## config.mk

```make
export PLATFORM = sky130hd
export DESIGN_NAME = fft_butterfly
export DESIGN_NICKNAME = d
export VERILOG_FILES = /design/src/rtl/fft_pkg.sv /design/src/rtl/fx_cmul.sv /design/src/rtl/fft_butterfly.sv
export SDC_FILE = /design/constraint.sdc
export NUM_CORES = 2
export LEC_CHECK = 0
export ABC_CLOCK_PERIOD_IN_PS = 8200
export BUFFER_PORTS_ARGS = -buffer_cell sky130_fd_sc_hd__buf_2
export CORE_MARGIN = 2
export CORE_UTILIZATION = 40
export DETAILED_ROUTE_END_ITERATION = 8
export GPL_TIMING_DRIVEN = 0
export PLACE_DENSITY = 0.67
export SETUP_SLACK_MARGIN = 0.2
export SLEW_MARGIN = 20
export SYNTH_ARGS = -nofsm -noshare
export SYNTH_HDL_FRONTEND = slang
export SYNTH_HIERARCHICAL = 1
export SYNTH_SLANG_ARGS = --single-unit
```

## constraint.sdc

```tcl
create_clock -name i_clk -period 8.2 [get_ports i_clk]
set_clock_uncertainty 0.15 [all_clocks]
set_input_delay 1.64 -clock i_clk [delete_from_list [all_inputs] [get_ports i_clk]]
set_output_delay 1.64 -clock i_clk [all_outputs]
set_load 0.005 [all_outputs]
```

## src/rtl/fft_pkg.sv

```systemverilog
// Shared fixed-point definitions for the FFT datapath: word geometry, Q-format
// constants, the complex sample type and the saturate/truncate helpers.
package fft_pkg;

  localparam int unsigned WORD_SIZE = 16;
  localparam int unsigned FRACTION  = 8;

  localparam logic [WORD_SIZE-1:0] ONE = WORD_SIZE'(1) << FRACTION;
  localparam logic [WORD_SIZE-1:0] MAX = {1'b0, {(WORD_SIZE-1){1'b1}}};
  localparam logic [WORD_SIZE-1:0] MIN = {1'b1, {(WORD_SIZE-1){1'b0}}};

  typedef struct packed {
    logic signed [WORD_SIZE-1:0] re;
    logic signed [WORD_SIZE-1:0] im;
  } cplx_t;

  // True when v is representable as a w-bit two's complement value.
  function automatic logic fits_signed(input logic signed [63:0] v,
                                       input int unsigned         w);
    logic signed [63:0] lim;
    lim = 64'sd1 <<< (w - 1);
    return (v < lim) && (v >= -lim);
  endfunction

  // Clamp v to the w-bit two's complement range.
  function automatic logic signed [63:0] sat_signed(input logic signed [63:0] v,
                                                    input int unsigned         w);
    logic signed [63:0] lim;
    lim = 64'sd1 <<< (w - 1);
    if (v >= lim) begin
      return lim - 64'sd1;
    end
    if (v < -lim) begin
      return -lim;
    end
    return v;
  endfunction

  // Drop f fractional bits with floor rounding (arithmetic shift).
  function automatic logic signed [63:0] trunc_frac(input logic signed [63:0] v,
                                                    input int unsigned         f);
    return v >>> f;
  endfunction

endpackage

```

## src/rtl/fx_cmul.sv

```systemverilog
// Three-stage pipelined fixed-point complex multiply T = B * W.
//   S1: operand registers, S2: four partial products, S3: sums, truncation
//   and saturation.
// Ports:
//   i_clk, i_rst          clock, async active-high reset
//   i_valid               operands present
//   i_br/i_bi, i_wr/i_wi  operand B and twiddle W
//   o_valid               valid aligned with o_tr/o_ti
//   o_tr, o_ti            truncated/saturated product
//   o_ovf_evt             product saturated (not qualified by valid)
module fx_cmul
  import fft_pkg::*;
#(
  parameter int unsigned WORD_SIZE = fft_pkg::WORD_SIZE,
  parameter int unsigned FRACTION  = fft_pkg::FRACTION
) (
  input  logic                 i_clk,
  input  logic                 i_rst,
  input  logic                 i_valid,
  input  logic [WORD_SIZE-1:0] i_br,
  input  logic [WORD_SIZE-1:0] i_bi,
  input  logic [WORD_SIZE-1:0] i_wr,
  input  logic [WORD_SIZE-1:0] i_wi,
  output logic                 o_valid,
  output logic [WORD_SIZE-1:0] o_tr,
  output logic [WORD_SIZE-1:0] o_ti,
  output logic                 o_ovf_evt
);

  localparam int unsigned PW = 2 * WORD_SIZE;
  localparam int unsigned SW = PW + 1;

  logic                        v1_q, v2_q, v3_q;
  logic signed [WORD_SIZE-1:0] br_q, bi_q, wr_q, wi_q;
  logic signed [PW-1:0]        p_rr_d, p_ii_d, p_ri_d, p_ir_d;
  logic signed [PW-1:0]        p_rr_q, p_ii_q, p_ri_q, p_ir_q;
  logic signed [SW-1:0]        pr_c, pi_c;
  logic signed [63:0]          pr_s_c, pi_s_c;
  logic signed [WORD_SIZE-1:0] tr_d, ti_d, tr_q, ti_q;
  logic                        ovf_d, ovf_q;

  // S1: operand capture.
  always_ff @(posedge i_clk or posedge i_rst) begin
    if (i_rst) begin
      v1_q <= 1'b0;
      br_q <= '0;
      bi_q <= '0;
      wr_q <= '0;
      wi_q <= '0;
    end else begin
      v1_q <= i_valid;
      br_q <= i_br;
      bi_q <= i_bi;
      wr_q <= i_wr;
      wi_q <= i_wi;
    end
  end

  // S2: full-width signed partial products.
  always_comb begin
    p_rr_d = PW'(br_q) * PW'(wr_q);
    p_ii_d = PW'(bi_q) * PW'(wi_q);
    p_ri_d = PW'(br_q) * PW'(wi_q);
    p_ir_d = PW'(bi_q) * PW'(wr_q);
  end

  always_ff @(posedge i_clk or posedge i_rst) begin
    if (i_rst) begin
      v2_q   <= 1'b0;
      p_rr_q <= '0;
      p_ii_q <= '0;
      p_ri_q <= '0;
      p_ir_q <= '0;
    end else begin
      v2_q   <= v1_q;
      p_rr_q <= p_rr_d;
      p_ii_q <= p_ii_d;
      p_ri_q <= p_ri_d;
      p_ir_q <= p_ir_d;
    end
  end

  // S3: one extra bit for the sums, then floor-truncate and clamp.
  always_comb begin
    pr_c   = SW'(p_rr_q) - SW'(p_ii_q);
    pi_c   = SW'(p_ri_q) + SW'(p_ir_q);
    pr_s_c = trunc_frac(64'(pr_c), FRACTION);
    pi_s_c = trunc_frac(64'(pi_c), FRACTION);
    tr_d   = WORD_SIZE'(sat_signed(pr_s_c, WORD_SIZE));
    ti_d   = WORD_SIZE'(sat_signed(pi_s_c, WORD_SIZE));
    ovf_d  = !fits_signed(pr_s_c, WORD_SIZE) || !fits_signed(pi_s_c, WORD_SIZE);
  end

  always_ff @(posedge i_clk or posedge i_rst) begin
    if (i_rst) begin
      v3_q  <= 1'b0;
      tr_q  <= '0;
      ti_q  <= '0;
      ovf_q <= 1'b0;
    end else begin
      v3_q  <= v2_q;
      tr_q  <= tr_d;
      ti_q  <= ti_d;
      ovf_q <= ovf_d;
    end
  end

  assign o_valid   = v3_q;
  assign o_tr      = tr_q;
  assign o_ti      = ti_q;
  assign o_ovf_evt = ovf_q;

endmodule

```

## src/rtl/fft_butterfly.sv

```systemverilog
// Four-stage pipelined radix-2 DIT butterfly: X = A + B*W, Y = A - B*W.
// S1-S3 live in fx_cmul; A travels alongside in a matching delay line and
// S4 forms the sum/difference with optional 1/2 scaling or saturation.
// Ports:
//   i_clk, i_rst            clock, async active-high reset
//   i_valid                 operand set present
//   i_ar/i_ai, i_br/i_bi    operands A and B
//   i_wr/i_wi               twiddle W
//   i_ovf_clr               synchronous clear of o_ovf (a new event wins)
//   o_valid                 result present on o_x*/o_y*
//   o_xr/o_xi, o_yr/o_yi    butterfly outputs
//   o_ovf                   sticky saturation flag
module fft_butterfly
  import fft_pkg::*;
#(
  parameter int unsigned WORD_SIZE = fft_pkg::WORD_SIZE,
  parameter int unsigned FRACTION  = fft_pkg::FRACTION,
  parameter bit          SCALE     = 1'b1
) (
  input  logic                 i_clk,
  input  logic                 i_rst,
  input  logic                 i_valid,
  input  logic [WORD_SIZE-1:0] i_ar,
  input  logic [WORD_SIZE-1:0] i_ai,
  input  logic [WORD_SIZE-1:0] i_br,
  input  logic [WORD_SIZE-1:0] i_bi,
  input  logic [WORD_SIZE-1:0] i_wr,
  input  logic [WORD_SIZE-1:0] i_wi,
  input  logic                 i_ovf_clr,
  output logic                 o_valid,
  output logic [WORD_SIZE-1:0] o_xr,
  output logic [WORD_SIZE-1:0] o_xi,
  output logic [WORD_SIZE-1:0] o_yr,
  output logic [WORD_SIZE-1:0] o_yi,
  output logic                 o_ovf
);

  localparam int unsigned EW = WORD_SIZE + 1;

  logic                        v3_c, s3_evt_c;
  logic [WORD_SIZE-1:0]        tr_c, ti_c;
  logic signed [WORD_SIZE-1:0] ar1_q, ai1_q, ar2_q, ai2_q, ar3_q, ai3_q;
  logic signed [EW-1:0]        sxr_c, sxi_c, syr_c, syi_c;
  logic                        clip_c;
  logic [WORD_SIZE-1:0]        xr_d, xi_d, yr_d, yi_d;
  logic [WORD_SIZE-1:0]        xr_q, xi_q, yr_q, yi_q;
  logic                        valid_q;
  logic                        ovf_d, ovf_q;

  fx_cmul #(
    .WORD_SIZE (WORD_SIZE),
    .FRACTION  (FRACTION)
  ) u_cmul (
    .i_clk     (i_clk),
    .i_rst     (i_rst),
    .i_valid   (i_valid),
    .i_br      (i_br),
    .i_bi      (i_bi),
    .i_wr      (i_wr),
    .i_wi      (i_wi),
    .o_valid   (v3_c),
    .o_tr      (tr_c),
    .o_ti      (ti_c),
    .o_ovf_evt (s3_evt_c)
  );

  // A delay line, aligned with the product leaving S3.
  always_ff @(posedge i_clk or posedge i_rst) begin
    if (i_rst) begin
      ar1_q <= '0;
      ai1_q <= '0;
      ar2_q <= '0;
      ai2_q <= '0;
      ar3_q <= '0;
      ai3_q <= '0;
    end else begin
      ar1_q <= i_ar;
      ai1_q <= i_ai;
      ar2_q <= ar1_q;
      ai2_q <= ai1_q;
      ar3_q <= ar2_q;
      ai3_q <= ai2_q;
    end
  end

  // S4: add/sub on one guard bit, then halve or clamp.
  always_comb begin
    sxr_c  = EW'(ar3_q) + EW'($signed(tr_c));
    sxi_c  = EW'(ai3_q) + EW'($signed(ti_c));
    syr_c  = EW'(ar3_q) - EW'($signed(tr_c));
    syi_c  = EW'(ai3_q) - EW'($signed(ti_c));
    xr_d   = sxr_c[EW-1:1];
    xi_d   = sxi_c[EW-1:1];
    yr_d   = syr_c[EW-1:1];
    yi_d   = syi_c[EW-1:1];
    clip_c = 1'b0;
    if (!SCALE) begin
      xr_d   = WORD_SIZE'(sat_signed(64'(sxr_c), WORD_SIZE));
      xi_d   = WORD_SIZE'(sat_signed(64'(sxi_c), WORD_SIZE));
      yr_d   = WORD_SIZE'(sat_signed(64'(syr_c), WORD_SIZE));
      yi_d   = WORD_SIZE'(sat_signed(64'(syi_c), WORD_SIZE));
      clip_c = !fits_signed(64'(sxr_c), WORD_SIZE) || !fits_signed(64'(sxi_c), WORD_SIZE) ||
               !fits_signed(64'(syr_c), WORD_SIZE) || !fits_signed(64'(syi_c), WORD_SIZE);
    end
  end

  // Sticky overflow: the S3 event is already one stage late, so both event
  // sources qualify with the S3 valid and land with the result's o_valid.
  always_comb begin
    ovf_d = ovf_q;
    if (i_ovf_clr) begin
      ovf_d = 1'b0;
    end
    if (v3_c && (s3_evt_c || clip_c)) begin
      ovf_d = 1'b1;
    end
  end

  always_ff @(posedge i_clk or posedge i_rst) begin
    if (i_rst) begin
      valid_q <= 1'b0;
      xr_q    <= '0;
      xi_q    <= '0;
      yr_q    <= '0;
      yi_q    <= '0;
      ovf_q   <= 1'b0;
    end else begin
      valid_q <= v3_c;
      xr_q    <= xr_d;
      xi_q    <= xi_d;
      yr_q    <= yr_d;
      yi_q    <= yi_d;
      ovf_q   <= ovf_d;
    end
  end

  assign o_valid = valid_q;
  assign o_xr    = xr_q;
  assign o_xi    = xi_q;
  assign o_yr    = yr_q;
  assign o_yi    = yi_q;
  assign o_ovf   = ovf_q;

endmodule

```

==> impl_metrics.json <==
{
  "period_needed_ns": 7.758,
  "layout-drive-gt1-share_pct": 5.508,
  "path_cells": "clkbuf_1, nand2_1, fa_1, inv_1, fa_1, fa_1, fa_1, fa_1, inv_1, fa_1, inv_1, ha_1, and4_1, and3_1, nand4_1, nand3_1, nand3_1, a31oi_1, nand4_1, nand4b_1, a21oi_1, xnor2_1",
  "synth_cell_type_count": 98,
  "worst_setup_path_end_kind": "flip-flop",
  "grt_usage_pct": 24.28,
  "clock_sinks": 390,
  "route.detailed.drc": 0,
  "cts_buffers": 48,
  "cts_hold_buf": 0,
  "synthCells": 5674,
  "syn_avg_cell_area_um2": 9.769,
  "antenna_found_initial": 21,
  "cp.buffers_inverters": 4,
  "outcome": "completed",
  "synth_top_cell_area_share_pct": 38.00,
  "ios": 166,
  "hold_viol": 0,
  "setup_violations": 0,
  "port_buffers": 165,
  "rsz0062_at_grt": "false",
  "die_w_um": 376.2,
  "cts.clk_slew.worst_paths_ns": 0.06,
  "routed_wl_um": 167100,
  "cp_top_family": "adder cells",
  "fmax_mhz": 128.9,
  "initial_utilization_pct": 40.31,
  "cp_data_arrival_time_ns": 8.12,
  "final-max-slew-violation-count": 0,
  "start_kind": "flip-flop",
  "grt_max_degree": 84,
  "tritoncts": "built",
  "cp.required_ns": 8.57,
  "crit_path_max_fanout": 10,
  "timing.final.crit_share_pct": 94.61,
  "synth_seq_area_share_pct": 17.61,
  "row_count": 136,
  "critical_path.max_stage_delay_ns": 0.95,
  "syn-num-nets": 7276,
  "post-place-ws_ns": 0.4223,
  "dr.pass1.iters": 6,
  "wl_per_cell_um": 21.59,
  "vias": 40454,
  "die-area_mm2": 0.1416,
  "place_congestion": 1.005,
  "clock_latency_ns": 0.65,
  "synth_edf_count": 0,
  "cts_setup_buffers": 0,
  "htreeDepth": 2,
  "drv_cap": 0,
  "slew_headroom_pct": 17.63,
  "synthArstFlopShare_pct": 100.0,
  "hpwl_um": 139600,
  "fin_nets": 7500,
  "yosysWarningCount": 6,
  "setup_slack_ns": 0.4419,
  "fin_tns_setup_ns": 0,
  "syn_area_mm2": 0.05543,
  "synth_flop_cell": "dfrtp_1",
  "grt_overflow": 0,
  "crit_type": "flip-flop to flip-flop",
  "die_y_um": 376.2,
  "viasPerCell": 5.228,
  "grt_pass1_vias": 42885,
  "synth_seq_cells": 390,
  "drtIter0Drc": 3241,
  "hold_path_class": "flip-flop to flip-flop",
  "grt_pass1_wl_um": 256400,
  "synth_top_area_cell": "fa_1",
  "cp_slowest_cell": "clkbuf_1",
  "finish.utilization_pct": 44.00,
  "cts.path.max_buffers": 3,
  "tightest_slew_ns": 1.236,
  "synthTopCellsByArea": "fa_1 (38%), dfrtp_1 (18%), ha_1 (10%)",
  "cts_root_buf": "clkbuf_16",
  "ant_nets": 0,
  "area_growth_pct": 9.154,
  "coreArea_mm2": 0.1375,
  "crit_path_frequent_cell": "fa_1"
}
==> stage by stage <==
stage	cells	hold WS, ns	cell area [µm²]
final	7738	0.1884	60500
after detailed placement	7642	0.1847	58700
after global routing	7733	0.1951	60490
after floorplan	5674	0.1812	55430
after CTS	7731	0.1934	60480
after global placement	7633	0.1820	58500
==> final cells by class <==
| cell class | instances | area (µm²) |
|---|---|---|
| clock buffers | 58 | 1310 |
| well taps | 1794 | 2245 |
| repair buffers | 174 | 1012 |
| diodes | 7 | 17.52 |
| plain buffers | 222 | 868.3 |
| inverters | 1276 | 4801 |
| fillers | 13293 | 76990 |
| multi-input cells | 3786 | 40020 |
| flip-flops and latches | 390 | 9759 |
| clock inverters | 31 | 471.7 |
==> synth_stat cells (6+ instances only) <==
| cell | count |
|---|---|
| nor2_1 | 158 |
| a31oi_1 | 24 |
| o21a_1 | 24 |
| fa_1 | 1052 |
| nand4_1 | 15 |
| o21ai_1 | 7 |
| o211ai_1 | 14 |
| and2_1 | 495 |
| nor4_1 | 8 |
| o31a_1 | 8 |
| a21o_1 | 68 |
| and4_1 | 10 |
| xor2_1 | 52 |
| a21oi_1 | 184 |
| xnor2_1 | 175 |
| ha_1 | 450 |
| o21ai_0 | 73 |
| nor3b_1 | 8 |
| or3_1 | 16 |
| nand3_1 | 45 |
| clkbuf_1 | 204 |
| nor2b_1 | 22 |
| a211oi_1 | 20 |
| a221oi_1 | 6 |
| and3_1 | 22 |
| dfrtp_1 | 390 |
| o21bai_1 | 28 |
| nand3b_1 | 8 |
| nand2b_1 | 43 |
| a31o_2 | 8 |
| buf_2 | 11 |
| o31ai_1 | 8 |
| nand2_1 | 563 |
| nor3_1 | 48 |
| inv_1 | 1275 |
==> path summary, 6_finish.rpt <==
path / from / endpoint / slack, ns / depth (start not counted)
setup / recovery: u_cmul/wi_q[9]$_DFF_PP0_ / u_cmul/p_ii_q[30]$_DFF_PP0_ / 0.44 / 22
min in group asynchronous: i_rst / o_xr[0]$_DFF_PP0_ / 0.90 / 2
setup reg to reg: u_cmul/wi_q[9]$_DFF_PP0_ / u_cmul/p_ii_q[30]$_DFF_PP0_ / 0.44 / 22
hold reg to reg: ar1_q[8]$_DFF_PP0_ / ar2_q[8]$_DFF_PP0_ / 0.19 / 0
hold / removal: ar1_q[8]$_DFF_PP0_ / ar2_q[8]$_DFF_PP0_ / 0.19 / 0
max in group asynchronous: i_rst / u_cmul/p_ri_q[25]$_DFF_PP0_ / 5.64 / 6
==> sequential cells by signal, summed over array words and instances (netlist names), 32 cells and up <==
| signal | flops |
|---|---|
| u_cmul/p_ir_q | 32 |
| u_cmul/p_ri_q | 32 |
| u_cmul/p_ii_q | 32 |
| u_cmul/p_rr_q | 32 |
==> metal layers <==
layer	global-route usage [%]	up-vias	share of wire (%)	wire, µm
li1	-	17596	-	-
met1	34.64	20988	43	71510
met2	37.15	1618	44	73990
met3	5.677	250	10	17030
met4	6.242	2	2.7	4563
met5	0	-	0.0078	13
==> kinds of logic after synthesis <==
| family | count (synthesis) | share of synthesized area [%] |
|---|---|---|
| compound gates | 560 | 6.720 |
| xor+xnor | 227 | 3.587 |
| fa+ha+maj | 1502 | 48.15 |
| buf+inv | 1498 | 10.20 |
| flops | 390 | 17.61 |
| mux | 7 | 0.1512 |
| simple gates | 1490 | 13.58 |
==> layout by cell type, fill, tap and decap left out, types with 7 or more instances in the layout <==
| master | count |
|---|---|
| buf_2 | 176 |
| diode_2 | 7 |
| nor3b_1 | 8 |
| nand3_1 | 45 |
| xor2_1 | 52 |
| xnor2_1 | 175 |
| o21a_1 | 24 |
| inv_1 | 1273 |
| and3_1 | 22 |
| dfrtp_1 | 390 |
| nand4_1 | 15 |
| nand3b_1 | 8 |
| o21ai_0 | 73 |
| a211oi_1 | 20 |
| clkbuf_1 | 204 |
| a31oi_1 | 24 |
| nor2b_1 | 22 |
| bufinv_16 | 9 |
| o21ai_1 | 7 |
| o211ai_1 | 14 |
| a21oi_1 | 184 |
| nor3_1 | 48 |
| clkinv_2 | 7 |
| nand2b_1 | 43 |
| or3_1 | 16 |
| a31o_2 | 8 |
| and4_1 | 10 |
| a21o_1 | 68 |
| nand2_1 | 563 |
| o21bai_1 | 28 |
| fa_1 | 1052 |
| nor4_1 | 8 |
| nor2_1 | 158 |
| o31ai_1 | 8 |
| clkbuf_16 | 49 |
| and2_1 | 495 |
| ha_1 | 450 |
| o31a_1 | 8 |
==> what timing repair did <==
item,in CTS,in global routing
setup endpoints to repair,0,3
hold endpoints to repair,0,0
resized for setup,0,8
Power is not shown: default switching activity piles up to over one toggle a cycle in this logic, so the estimate is an artifact.
